$ cat config.mk
export PLATFORM = sky130hd
export DESIGN_NAME = uart_tx_arbiter
export DESIGN_NICKNAME = d
export VERILOG_FILES = /design/src/rtl/uart_pkg.sv /design/src/rtl/uart_rr_arb2.sv /design/src/rtl/uart_tx_arbiter.sv
export SDC_FILE = /design/constraint.sdc
export NUM_CORES = 1
export LEC_CHECK = 0
export CORE_ASPECT_RATIO = 0.75
export CORE_UTILIZATION = 62
export CTS_BUF_LIST = sky130_fd_sc_hd__clkbuf_8 sky130_fd_sc_hd__clkbuf_16
export CTS_CLUSTER_SIZE = 20
export DETAILED_ROUTE_END_ITERATION = 12
export DONT_BUFFER_PORTS = 1
export PLACE_DENSITY = 0.78
export SLEW_MARGIN = 25
export SYNTH_ARGS = -nofsm -noshare
export SYNTH_HDL_FRONTEND = slang
export SYNTH_SLANG_ARGS = --single-unit
$ cat constraint.sdc
create_clock -name clk -period 2.04 [get_ports clk]
set_input_delay 0.408 -clock clk [delete_from_list [all_inputs] [get_ports clk]]
set_output_delay 0.408 -clock clk [all_outputs]
set_load 0.01 [all_outputs]
$ cat src/rtl/uart_pkg.sv
// Shared UART definitions: arbiter FSM encoding, baud codes and requester IDs.
// Other UART blocks import this package, so keep the encodings stable.
package uart_pkg;

    typedef enum logic [1:0] {
        ST_IDLE      = 2'd0,
        ST_WRITE     = 2'd1,
        ST_WAIT_DONE = 2'd2
    } arb_state_t;

    localparam logic [2:0] BAUD_1200   = 3'b000;
    localparam logic [2:0] BAUD_2400   = 3'b001;
    localparam logic [2:0] BAUD_4800   = 3'b010;
    localparam logic [2:0] BAUD_9600   = 3'b011;
    localparam logic [2:0] BAUD_19200  = 3'b100;
    localparam logic [2:0] BAUD_38400  = 3'b101;
    localparam logic [2:0] BAUD_57600  = 3'b110;
    localparam logic [2:0] BAUD_115200 = 3'b111;

    localparam logic REQ_A = 1'b0;
    localparam logic REQ_B = 1'b1;

    localparam int WR_CNT_W = 16;

endpackage

$ cat src/rtl/uart_rr_arb2.sv
// Combinational two-way round-robin select: a lone request always wins,
// a tie goes to the requester that did not own the last frame.
module uart_rr_arb2
    import uart_pkg::*;
(
    input  logic req_a,
    input  logic req_b,
    input  logic last_grant,
    output logic valid,
    output logic winner
);

    always_comb begin
        valid = req_a | req_b;
        if (req_a && req_b) begin
            winner = ~last_grant;
        end else if (req_b) begin
            winner = REQ_B;
        end else begin
            winner = REQ_A;
        end
    end

endmodule

$ cat src/rtl/uart_tx_arbiter.sv
// Shares one UART transmitter between requesters A and B: latches the granted
// byte, drives tx_wr until tx_busy acknowledges, then waits out the frame.
module uart_tx_arbiter
    import uart_pkg::*;
#(
    parameter int unsigned WR_TIMEOUT = 65535,
    parameter logic [2:0]  RESET_BAUD = 3'b111
) (
    input  logic       clk,
    input  logic       reset,
    input  logic       enable,
    input  logic [2:0] baud_cfg,
    input  logic       req_a,
    input  logic [7:0] data_a,
    output logic       ack_a,
    input  logic       req_b,
    input  logic [7:0] data_b,
    output logic       ack_b,
    output logic [7:0] tx_data,
    output logic       tx_wr,
    output logic       tx_en,
    output logic [2:0] baud_select,
    input  logic       tx_busy,
    output logic       grant_id,
    output logic       timeout_err,
    output arb_state_t fsm_state
);

    // Handshakes: req_x/data_x act as valid+payload and must hold until ack_x,
    // a one-cycle capture strobe given only when req_x is high in the grant
    // cycle. tx_wr acts as valid toward the transmitter and drops once tx_busy
    // rises (accepted) or after WR_TIMEOUT cycles (byte dropped, sticky error).
    // WR_TIMEOUT must lie in 1..65535 to fit the 16-bit wait counter.
    localparam logic [WR_CNT_W-1:0] WR_LAST = WR_CNT_W'(WR_TIMEOUT - 1);

    arb_state_t          state_q;
    arb_state_t          state_d;
    logic [WR_CNT_W-1:0] wr_cnt;
    logic                arb_valid;
    logic                arb_winner;
    logic                grant;
    logic                wr_expired;

    uart_rr_arb2 u_rr_arb2 (
        .req_a      (req_a),
        .req_b      (req_b),
        .last_grant (grant_id),
        .valid      (arb_valid),
        .winner     (arb_winner)
    );

    assign grant      = (state_q == ST_IDLE) && enable && !tx_busy && arb_valid;
    assign wr_expired = (wr_cnt == WR_LAST);
    assign fsm_state  = state_q;

    always_ff @(posedge clk or posedge reset) begin
        if (reset) begin
            state_q <= ST_IDLE;
        end else begin
            state_q <= state_d;
        end
    end

    // A tx_busy rise in the same cycle as expiry counts as acceptance.
    always_comb begin
        state_d = state_q;
        case (state_q)
            ST_IDLE: begin
                if (grant) state_d = ST_WRITE;
            end
            ST_WRITE: begin
                if (tx_busy) begin
                    state_d = ST_WAIT_DONE;
                end else if (wr_expired) begin
                    state_d = ST_IDLE;
                end
            end
            ST_WAIT_DONE: begin
                if (!tx_busy) state_d = ST_IDLE;
            end
            default: state_d = ST_IDLE;
        endcase
    end

    always_ff @(posedge clk or posedge reset) begin
        if (reset) begin
            tx_data     <= 8'h00;
            tx_wr       <= 1'b0;
            tx_en       <= 1'b0;
            baud_select <= RESET_BAUD;
            ack_a       <= 1'b0;
            ack_b       <= 1'b0;
            grant_id    <= REQ_B;
            timeout_err <= 1'b0;
            wr_cnt      <= '0;
        end else begin
            tx_en <= enable;
            ack_a <= grant && (arb_winner == REQ_A);
            ack_b <= grant && (arb_winner == REQ_B);
            // Baud only moves between frames so a byte never straddles two rates.
            if ((state_q == ST_IDLE) && !tx_busy) begin
                baud_select <= baud_cfg;
            end
            case (state_q)
                ST_IDLE: begin
                    if (grant) begin
                        tx_data  <= (arb_winner == REQ_B) ? data_b : data_a;
                        grant_id <= arb_winner;
                        tx_wr    <= 1'b1;
                        wr_cnt   <= '0;
                    end
                end
                ST_WRITE: begin
                    if (tx_busy) begin
                        tx_wr <= 1'b0;
                    end else if (wr_expired) begin
                        tx_wr       <= 1'b0;
                        timeout_err <= 1'b1;
                    end else begin
                        wr_cnt <= wr_cnt + 1'b1;
                    end
                end
                default: ;
            endcase
        end
    end

endmodule

==> results of run 1 <==
==> cell type report <==
cell class              count  area share (%)
inverters                   4           0.793
flip-flops and latches     35            46.5
well taps                  36            2.38
clock buffers               5            3.64
clock inverters             3           0.793
repair buffers              3            1.19
multi-input cells         102            44.7
==> worst paths after layout <==
check,to,slack (ps)
setup / recovery,wr_cnt[3],280
hold / removal,tx_wr,130
setup reg to reg,wr_cnt[3],280
hold reg to reg,wr_cnt[15],510
max in group asynchronous,grant_id,1570
min in group clk,tx_en,150
==> worst max-delay path: stages (launching register included) <==
cell and delay [ps]:
dfrtp_1 410, inv_1 110, ha_1 210, nand4_1 150
nor4b_4 270, buf_4 210, o311ai_0 150, o41ai_1 130
==> cell usage after synthesis, drive strengths merged (3+ instances only) <==
cell type and count:
a21o 10, a22o 8, and3 3, buf 5, dfrtp 31, dfstp 4
inv 4, mux2 3, mux2i 3, nand2 10, nand3 7, nand4 4
nor2 3, nor3b 3, o211ai 6, o311ai 5, o31ai 5, o41ai 3
==> cells by family after synthesis <==
kind of cell	after synthesis	share of synthesized area (%)
AOI/OAI and AO/OA	48	22.7
adders and majority gates	2	1.40
buffers and inverters	10	3.50
DFF	35	49.2
muxes	6	3.57
and+or+nand+nor	46	19.7
==> stage by stage <==
stage,total power [mW],std cells,worst slack (ps)
after detailed placement,1.33,180,296
after CTS,1.80,188,272
after global placement,1.29,180,351
after global routing,1.88,188,105
final,1.79,188,285
after floorplan,1.24,147,486
==> registers in the layout, summed over array words and instances, names as in the netlist <==
name and cells:
ack_a 1, ack_b 1, baud_select 3, fsm_state 2, grant_id 1, timeout_err 1
tx_data 8, tx_en 1, tx_wr 1, wr_cnt 16
==> metal layers <==
| metal | vias to the layer above | part of all wire, % | GRT usage, % |
|---|---|---|---|
| met3 | 6 | 4.8 | 6.37 |
| met4 | 0 | 1.4 | 9.09 |
| met5 | - | 0 | 0 |
| met1 | 624 | 45 | 31.9 |
| met2 | 34 | 49 | 42.0 |
| li1 | 587 | - | - |
==> power by group <==
part | switching (mW) | total [mW] | internal (mW)
registers | 0.164 | 1.00 | 0.838
logic | 0.147 | 0.309 | 0.163
clock network | 0.242 | 0.475 | 0.233
==> metrics.md, run 1 <==
| Metric | Value |
|---|---|
| Worst Setup SP | `wr_cnt[0]` |
| Layout area overhead | `5.80%` |
| Grt total ovfl | `0` |
| Synthesized cell area | `1790 µm²` |
| Worst Tran Pin Value | `718 ps` |
| Post-synth EDFFs | `0` |
| Slew headroom | `51.9%` |
| Ys Warns | `0` |
| Number of synthesized register bits | `35` |
| Critical Path Start Type | `flop` |
| # fillers | `201` |
| Ys flop type | `dfrtp_1` |
| Post-route setup TNS | `0 ps` |
| Synth area leader | `dfrtp_1` |
| Largest net degree at the start of global routing | `36` |
| Hold WC Path Type | `in -> async` |
| Die Width | `64.0 µm` |
| Dpl cell area | `1810 µm²` |
| Reg2Reg Depth | `7` |
| Die Footprint | `3110 µm²` |
| Post-CTS Setup Bufs | `0` |
| Final Setup Violations | `0` |
| Leak Pwr | `0.887 nW` |
| Hold-fix buffers, CTS | `0` |
| Clock latency at the later pin of the worst-skew pair | `280 ps` |
| Slew Viols, Final | `0` |
| Antenna Cells | `0` |
| Nets | `178` |
| Ratio of cells with drive above 1 in the final layout | `22.4%` |
| First-pass GRT wire length | `5870 µm` |
| Final GP Congestion | `0.757` |
| Detailed Place HPWL | `2540 µm` |
| TritonCTS buffer count | `5` |
| Area contributors post-synth | `dfrtp_1 43%, dfstp_2 5.9%, a22o_1 3.9%, a21o_1 3.8%, o311ai_0 2.4%` |
| Worst-path clk slew | `70 ps` |
| Root Driver | `clkbuf_8` |
| CTS Sinks | `35` |
| Type of the worst setup path | `reg -> reg` |
| Req. time, crit path | `2200 ps` |
| MaxCap Viol Count | `0` |
| Vias in the first global route | `1287` |
| DRT Pass-1 Iters | `4` |
| Avg WL per Cell | `18.3 µm` |
| Ports | `44` |
| DRC | `0` |
| Fin Clk Skew | `2.66 ps` |
| Worst-path fanout max | `11` |
| GRT Total Usage | `25.2%` |
| Post-route cell area | `1890 µm²` |
| Tcrit/Tclk final | `86.0%` |
| Max H-tree Level | `2` |
| Die Ht | `48.5 µm` |
| Netlist cell types | `53` |
| Status | `finished clean` |
| Ys async rst share | `100%` |
| Core area | `2680 µm²` |
| Final core utilization | `70.6%` |
| Initial core utilization | `66.7%` |
| Most common cell after layout, fill and taps aside | `dfrtp_1` |
| Share of the synthesized area in the top cell type | `43.4%` |
| Peak supply drop | `0.000608 V` |
| Tmin final | `1760 ps` |
| Vias per inst | `6.65` |
| Seq. cell area | `881 µm²` |
| Iteration-0 DRC Markers | `46` |
| CP Capture Type | `flop` |
| Maximum clock path buffer count | `2` |
| Post-CTS resize count | `0` |
| # rows | `16` |
| Net Count, Synth | `174` |
| Hold slack final | `127 ps` |
| Via count | `1251` |
| Initial antenna violation count | `0` |
| Multi-input logic area | `846 µm²` |
| RSZ-0062 raised after global routing | `false` |
| Count of mapped cells out of synthesis | `147` |
| Endpoints failing hold | `0` |
| WP data arrival | `1910 ps` |
| DRT antenna net count | `0` |
| Worst r2r src | `wr_cnt[0]` |
| Cell Pwr Density | `944 nW/µm²` |
| Post-Route WL | `3450 µm` |
| Syn_area_per_cell | `12.2 µm²` |
| Seq/Total Area, Yosys | `49.2%` |
| Fmax | `570 MHz` |
| Most frequent cells in the layout | `31 x dfrtp_1, 10 x nand2_1, 9 x a21o_1` |
| CTS tree | `yes` |
| Port bufs | `0` |
Power figures use the tool's default switching activity.
==> run 2: changes to the inputs <==
--- a/config.mk
+++ b/config.mk
@@ -6,12 +6,12 @@
 export NUM_CORES = 1
 export LEC_CHECK = 0
 export CORE_ASPECT_RATIO = 0.75
-export CORE_UTILIZATION = 62
+export CORE_UTILIZATION = 65
 export CTS_BUF_LIST = sky130_fd_sc_hd__clkbuf_8 sky130_fd_sc_hd__clkbuf_16
 export CTS_CLUSTER_SIZE = 20
 export DETAILED_ROUTE_END_ITERATION = 12
 export DONT_BUFFER_PORTS = 1
-export PLACE_DENSITY = 0.78
+export PLACE_DENSITY = 0.81
 export SLEW_MARGIN = 25
 export SYNTH_ARGS = -nofsm -noshare
 export SYNTH_HDL_FRONTEND = slang
==> constraint.sdc (replaced) <==
create_clock -name clk -period 2.05 [get_ports clk]
set_input_delay 0.41 -clock clk [delete_from_list [all_inputs] [get_ports clk]]
set_output_delay 0.41 -clock clk [all_outputs]
set_load 0.01 [all_outputs]
==> metrics.md, run 2 (same netlist as run 1, synthesis figures left out) <==
| Metric | Value |
|---|---|
| Die Width | `62.6 µm (was 64.0 µm)` |
| Comb power frac | `16.4% (was 17.3%)` |
| Non-filler cells, final | `188 (unchanged)` |
| Post-Route WL | `3730 µm (was 3450 µm)` |
| Path length in cells of the critical path | `4 (was 7)` |
| Reg with most FFs | `wr_cnt (unchanged)` |
| Tcrit/Tclk final | `87.6% (was 86.0%)` |
| Die Ht | `47.4 µm (was 48.5 µm)` |
| TritonCTS buffer count | `5 (unchanged)` |
| Type of the worst setup path | `reg -> reg (unchanged)` |
| Multi-input logic area | `846 µm² (unchanged)` |
| Clock Power Share | `29.1% (was 26.6%)` |
| Root Driver | `clkbuf_8 (unchanged)` |
| CTS Sinks | `35 (unchanged)` |
| Critical Path Start Type | `flop (unchanged)` |
| Slew headroom | `51.9% (about the same)` |
| Worst Setup SP | `fsm_state[0] (was wr_cnt[0])` |
| Sw Share | `29.6% (was 30.9%)` |
| Worst r2r src | `fsm_state[0] (was wr_cnt[0])` |
| Initial core utilization | `68.7% (was 66.7%)` |
| Final core utilization | `73.4% (was 70.6%)` |
| Largest regs | `wr_cnt: 16 flops, tx_data: 8 flops, baud_select: 3 flops (unchanged)` |
| Slew Viols, Final | `0 (unchanged)` |
| # rows | `16 (unchanged)` |
| Slowest CP cell | `dfrtp_1 (unchanged)` |
| Fin Clk Skew | `6.52 ps (was 2.66 ps)` |
| First-pass GRT wire length | `5830 µm (was 5870 µm)` |
| WP data arrival | `2020 ps (was 1910 ps)` |
| CP Capture Type | `flop (unchanged)` |
| Vias per inst | `6.86 (was 6.65)` |
| Worst-path fanout max | `26 (was 11)` |
| Buf+Inv Stages, Crit Path | `0 (was 2)` |
| DRT antenna net count | `0 (unchanged)` |
| Vias in the first global route | `1224 (was 1287)` |
| Worst Tran Pin Value | `718 ps (about the same)` |
| Final GP Congestion | `0.797 (was 0.757)` |
| Most frequent cells in the layout | `31 x dfrtp_1, 10 x nand2_1, 9 x a21o_1 (unchanged)` |
| Worst-path clk slew | `70 ps (about the same)` |
| Hold WC Path Type | `in -> async (unchanged)` |
| Final Setup Violations | `0 (unchanged)` |
| Crit-path max cell delay | `490 ps (was 410 ps)` |
| GRT Total Usage | `27.7% (was 25.2%)` |
| Post-CTS resize count | `0 (unchanged)` |
| Grt total ovfl | `0 (unchanged)` |
| Status | `finished clean (unchanged)` |
| CP cell instances | `nor3_4 > o211ai_4 > nor2_2 > a21o_1 (was inv_1 > ha_1 > nand4_1 > nor4b_4 > buf_4 > o311ai_0 > o41ai_1)` |
| MaxCap Viol Count | `0 (unchanged)` |
| Post-route setup TNS | `0 ps (unchanged)` |
| Maximum clock path buffer count | `2 (unchanged)` |
| Req. time, crit path | `2270 ps (was 2200 ps)` |
| Fmax | `557 MHz (was 570 MHz)` |
| Ports | `44 (unchanged)` |
| Initial antenna violation count | `0 (unchanged)` |
| DRT Pass-1 Iters | `4 (unchanged)` |
| Largest net degree at the start of global routing | `27 (was 36)` |
| Int Pwr | `1.29 mW (was 1.23 mW)` |
| Leak Pwr | `0.895 nW (was 0.887 nW)` |
| Cell Pwr Density | `963 nW/µm² (was 944 nW/µm²)` |
| Critical Path End | `tx_data[3] (was wr_cnt[3])` |
| Hold slack final | `49.4 ps (was 127 ps)` |
| Reg2Reg Depth | `4 (was 7)` |
| Family with the most delay on the worst path | `simple AND/OR/NAND/NOR gates (unchanged)` |
| Detailed Place HPWL | `2660 µm (was 2540 µm)` |
| Clock latency at the later pin of the worst-skew pair | `290 ps (was 280 ps)` |
| Layout area overhead | `6.71% (was 5.80%)` |
| RSZ-0062 raised after global routing | `false (unchanged)` |
| Placed Instances | `180 (unchanged)` |
| Seq. cell area | `881 µm² (unchanged)` |
| Hold-fix buffers, CTS | `0 (unchanged)` |
| Via count | `1290 (was 1251)` |
| CTS tree | `yes (unchanged)` |
| # fillers | `184 (was 201)` |
| Number of flip-flops in the largest register | `16 (unchanged)` |
| Most common cell after layout, fill and taps aside | `dfrtp_1 (unchanged)` |
| Switching power total | `0.544 mW (was 0.552 mW)` |
| Antenna Cells | `0 (unchanged)` |
| Tmin final | `1800 ps (was 1760 ps)` |
| Iteration-0 DRC Markers | `71 (was 46)` |
| Endpoints failing hold | `0 (unchanged)` |
| DRC | `0 (unchanged)` |
| Sequential share of power | `54.5% (was 56.1%)` |
| R2r endpoint | `tx_data[3] (was wr_cnt[3])` |
| Ratio of cells with drive above 1 in the final layout | `21.7% (was 22.4%)` |
| Core area | `2600 µm² (was 2680 µm²)` |
| Nets | `178 (unchanged)` |
| Port bufs | `0 (unchanged)` |
| Max H-tree Level | `2 (unchanged)` |
| Post-CTS Setup Bufs | `0 (unchanged)` |
| Die Footprint | `2970 µm² (was 3110 µm²)` |
| Peak supply drop | `0.000694 V (was 0.000608 V)` |
| Avg WL per Cell | `19.8 µm (was 18.3 µm)` |
| R2R setup slack | `250 ps (was 280 ps)` |
[run 2: cell count changes in the layout (fill, tap and decap cells not counted)]
| cell | previous run | this run |
|---|---|---|
| clkbuf_8 | 5 | 7 |
| clkinv_2 | 3 | 0 |
| inv_1 | 3 | 4 |
[run 2: cell type report]
cell class	count	share of cell area (%)
timing repair buffer	3	1.18
sequential	35	46.1
tap	36	2.36
clock inverter	1	0.197
inverter	4	0.786
clock buffer	7	5.05
multi-input combinational	102	44.3
[run 2: stage by stage]
stage	power (mW)	instance area, µm²	setup slack [ps]
floorplan	1.23	1790	496
global placement	1.28	1810	316
detailed placement	1.31	1810	248
CTS	1.85	1910	222
global route	1.92	1910	93.1
finish	1.84	1910	255
[run 2: worst min path at each step]
stage	startpoint	cells past startpoint	slack, ps	endpoint
detailed placement	reset	2	360	tx_data[2]
CTS	reset	2	50	wr_cnt[2]
global placement	reset	2	350	tx_data[2]
floorplan	enable	0	440	tx_en
global route	reset	2	70	wr_cnt[2]
finish	reset	2	50	wr_cnt[2]
[run 2: power by group through the flow]
stage                     clock network (mW)  registers (mW)  logic, mW
after floorplan                            0           0.976      0.256
after global placement                     0            1.00      0.281
after detailed placement                   0            1.01      0.300
after CTS                              0.543            1.00      0.304
after global routing                   0.565            1.02      0.335
final                                  0.535            1.00      0.301
[run 2: layer usage]
layer  vias up  GRT usage (%)  wire length [µm]
met2        57           45.4              1810
met1       640           31.8              1530
li1        582              -                 -
met5         -              0                 0
met3        11           11.2               298
met4         0           17.7                95
==> run 3: changes to the inputs <==
--- a/config.mk
+++ b/config.mk
@@ -6,12 +6,11 @@
 export NUM_CORES = 1
 export LEC_CHECK = 0
 export CORE_ASPECT_RATIO = 0.75
-export CORE_UTILIZATION = 65
+export CORE_UTILIZATION = 44
 export CTS_BUF_LIST = sky130_fd_sc_hd__clkbuf_8 sky130_fd_sc_hd__clkbuf_16
 export CTS_CLUSTER_SIZE = 20
 export DETAILED_ROUTE_END_ITERATION = 12
 export DONT_BUFFER_PORTS = 1
-export PLACE_DENSITY = 0.81
 export SLEW_MARGIN = 25
 export SYNTH_ARGS = -nofsm -noshare
 export SYNTH_HDL_FRONTEND = slang
==> metrics.md, run 3 (same netlist as run 1, synthesis figures left out) <==
| Metric | Value |
|---|---|
| Status | `finished clean (unchanged)` |
| Req. time, crit path | `2220 ps (was 2270 ps)` |
| Most common cell after layout, fill and taps aside | `dfrtp_1 (unchanged)` |
| DRT Pass-1 Iters | `4 (unchanged)` |
| DRC | `0 (unchanged)` |
| Worst Tran Pin Value | `751 ps (was 718 ps)` |
| Worst-path clk slew | `70 ps (about the same)` |
| Endpoints failing hold | `0 (unchanged)` |
| Slew Viols, Final | `0 (unchanged)` |
| Total power | `1.95 mW (was 1.84 mW)` |
| CTS Sinks | `35 (unchanged)` |
| Max H-tree Level | `2 (unchanged)` |
| Final GP Congestion | `0.738 (was 0.797)` |
| Comb power frac | `15.3% (was 16.4%)` |
| Nets | `178 (unchanged)` |
| Iteration-0 DRC Markers | `50 (was 71)` |
| Layout area overhead | `8.95% (was 6.71%)` |
| Leak Pwr | `0.900 nW (was 0.895 nW)` |
| Sw Share | `28.9% (was 29.6%)` |
| Avg WL per Cell | `17.8 µm (was 19.8 µm)` |
| Maximum clock path buffer count | `2 (unchanged)` |
| Largest regs | `wr_cnt: 16 flops, tx_data: 8 flops, baud_select: 3 flops (unchanged)` |
| Final core utilization | `51.6% (was 73.4%)` |
| Clock Power Share | `33.5% (was 29.1%)` |
| Initial core utilization | `47.3% (was 68.7%)` |
| CTS tree | `yes (unchanged)` |
| Crit-path max cell delay | `490 ps (about the same)` |
| # rows | `19 (was 16)` |
| CP cell instances | `nor3_4 > o211ai_4 > o21a_4 > a211o_1 (was nor3_4 > o211ai_4 > nor2_2 > a21o_1)` |
| Dpl cell area | `1820 µm² (was 1810 µm²)` |
| Port bufs | `0 (unchanged)` |
| MaxCap Viol Count | `0 (unchanged)` |
| Sequential share of power | `51.3% (was 54.5%)` |
| Placed Instances | `195 (was 180)` |
| Hold WC Path Type | `in -> reg (was in -> async)` |
| Tmin final | `1820 ps (was 1800 ps)` |
| Die Footprint | `4330 µm² (was 2970 µm²)` |
| RSZ-0062 raised after global routing | `false (unchanged)` |
| Worst-path fanout max | `26 (unchanged)` |
| Root Driver | `clkbuf_8 (unchanged)` |
| Die Ht | `57.2 µm (was 47.4 µm)` |
| PnR worst setup slack | `225 ps (was 255 ps)` |
| Post-Route WL | `3640 µm (was 3730 µm)` |
| Die Width | `75.6 µm (was 62.6 µm)` |
| CP Capture Type | `flop (unchanged)` |
| Vias in the first global route | `1256 (was 1224)` |
| Ratio of cells with drive above 1 in the final layout | `21.7% (unchanged)` |
| DRT antenna net count | `0 (unchanged)` |
| Type of the worst setup path | `reg -> reg (unchanged)` |
| Post-CTS resize count | `0 (unchanged)` |
| Most frequent cells in the layout | `31 x dfrtp_1, 10 x nand2_1, 9 x a21o_1 (unchanged)` |
| TritonCTS buffer count | `5 (unchanged)` |
| Number of flip-flops in the largest register | `16 (unchanged)` |
| Via count | `1253 (was 1290)` |
| Critical Path Start Type | `flop (unchanged)` |
| Ports | `44 (unchanged)` |
| Clock latency at the later pin of the worst-skew pair | `290 ps (about the same)` |
| Core area | `3780 µm² (was 2600 µm²)` |
| Initial antenna violation count | `0 (unchanged)` |
| Tcrit/Tclk final | `89.0% (was 87.6%)` |
| First-pass GRT wire length | `6070 µm (was 5830 µm)` |
| Post-route setup TNS | `0 ps (unchanged)` |
| Antenna Cells | `0 (unchanged)` |
| Setup WS pre-CTS | `230 ps (was 248 ps)` |
| Post-route cell area | `1950 µm² (was 1910 µm²)` |
| Cell Pwr Density | `999 nW/µm² (was 963 nW/µm²)` |
| GRT Total Usage | `19.2% (was 27.7%)` |
| Fmax | `548 MHz (was 557 MHz)` |
| Largest net degree at the start of global routing | `28 (was 27)` |
| Slew headroom | `49.7% (was 51.9%)` |
| Reg with most FFs | `wr_cnt (unchanged)` |
| Peak supply drop | `0.000615 V (was 0.000694 V)` |
| Int Pwr | `1.39 mW (was 1.29 mW)` |
| Grt total ovfl | `0 (unchanged)` |
| Final Setup Violations | `0 (unchanged)` |
| Hold slack final | `148 ps (was 49.4 ps)` |
| Fin Clk Skew | `5.43 ps (was 6.52 ps)` |
| Switching power total | `0.562 mW (was 0.544 mW)` |
| Detailed Place HPWL | `2560 µm (was 2660 µm)` |
| Non-filler cells, final | `204 (was 188)` |
| WP data arrival | `2000 ps (was 2020 ps)` |
| Vias per inst | `6.14 (was 6.86)` |
| Slowest CP cell | `dfrtp_1 (unchanged)` |
run 3: cell types whose count changed in the layout (fill, tap and decap cells not counted):
cell / previous run / this run
clkbuf_8: 7 / 6
bufinv_16: 0 / 1
buf_4: 3 / 2
inv_1: 4 / 3
dlygate4sd3_1: 0 / 1
clkinv_2: 0 / 1
run 3: final timing paths:
| check | startpoint | end | slack, ps | depth (start not counted) |
|---|---|---|---|---|
| setup / recovery | fsm_state[0] | wr_cnt[5] | 230 | 4 |
| hold / removal | enable | tx_en | 150 | 0 |
| setup reg to reg | fsm_state[0] | wr_cnt[5] | 230 | 4 |
| hold reg to reg | wr_cnt[15] | wr_cnt[15] | 500 | 1 |
| max in group asynchronous | reset | baud_select[0] | 830 | 3 |
| min in group asynchronous | reset | tx_data[6] | 510 | 2 |
run 3: worst max-delay path: cells and delay by family, from the launching register on:
family / cells / cell delay (ps)
compound gates: 3 / 870
flops: 1 / 490
simple gates: 1 / 360
run 3: power by group through the flow:
| stage | logic, mW | registers (mW) | clock network [mW] |
|---|---|---|---|
| floorplan | 0.256 | 0.976 | 0 |
| global placement | 0.289 | 1.01 | 0 |
| detailed placement | 0.300 | 1.01 | 0 |
| CTS | 0.302 | 0.999 | 0.662 |
| global route | 0.338 | 1.02 | 0.694 |
| finish | 0.298 | 0.998 | 0.652 |
run 3: layout make-up:
cell class              instances  area (µm²)
fillers                       340        1830
flip-flops and latches         35         881
multi-input cells             102         846
clock inverters                 2        35.0
clock buffers                   6        82.6
well taps                      52        65.1
repair buffers                  3        25.0
inverters                       4        15.0
run 3: routing by layer:
layer | up-vias | global-route usage (%) | wire (µm)
li1 | 585 | - | -
met1 | 623 | 27.3 | 1760
met2 | 40 | 27.0 | 1600
met3 | 5 | 7.24 | 250
met4 | 0 | 6.61 | 27
met5 | - | 0 | 0
run 3: repair_timing:
action / 4_1_cts / 5_1_grt
hold endpoints to repair: 8 / 0
buffers inserted: 0 / 0
hold buffers: 1 / 0
endpoints found under the setup margin: 0 / 0
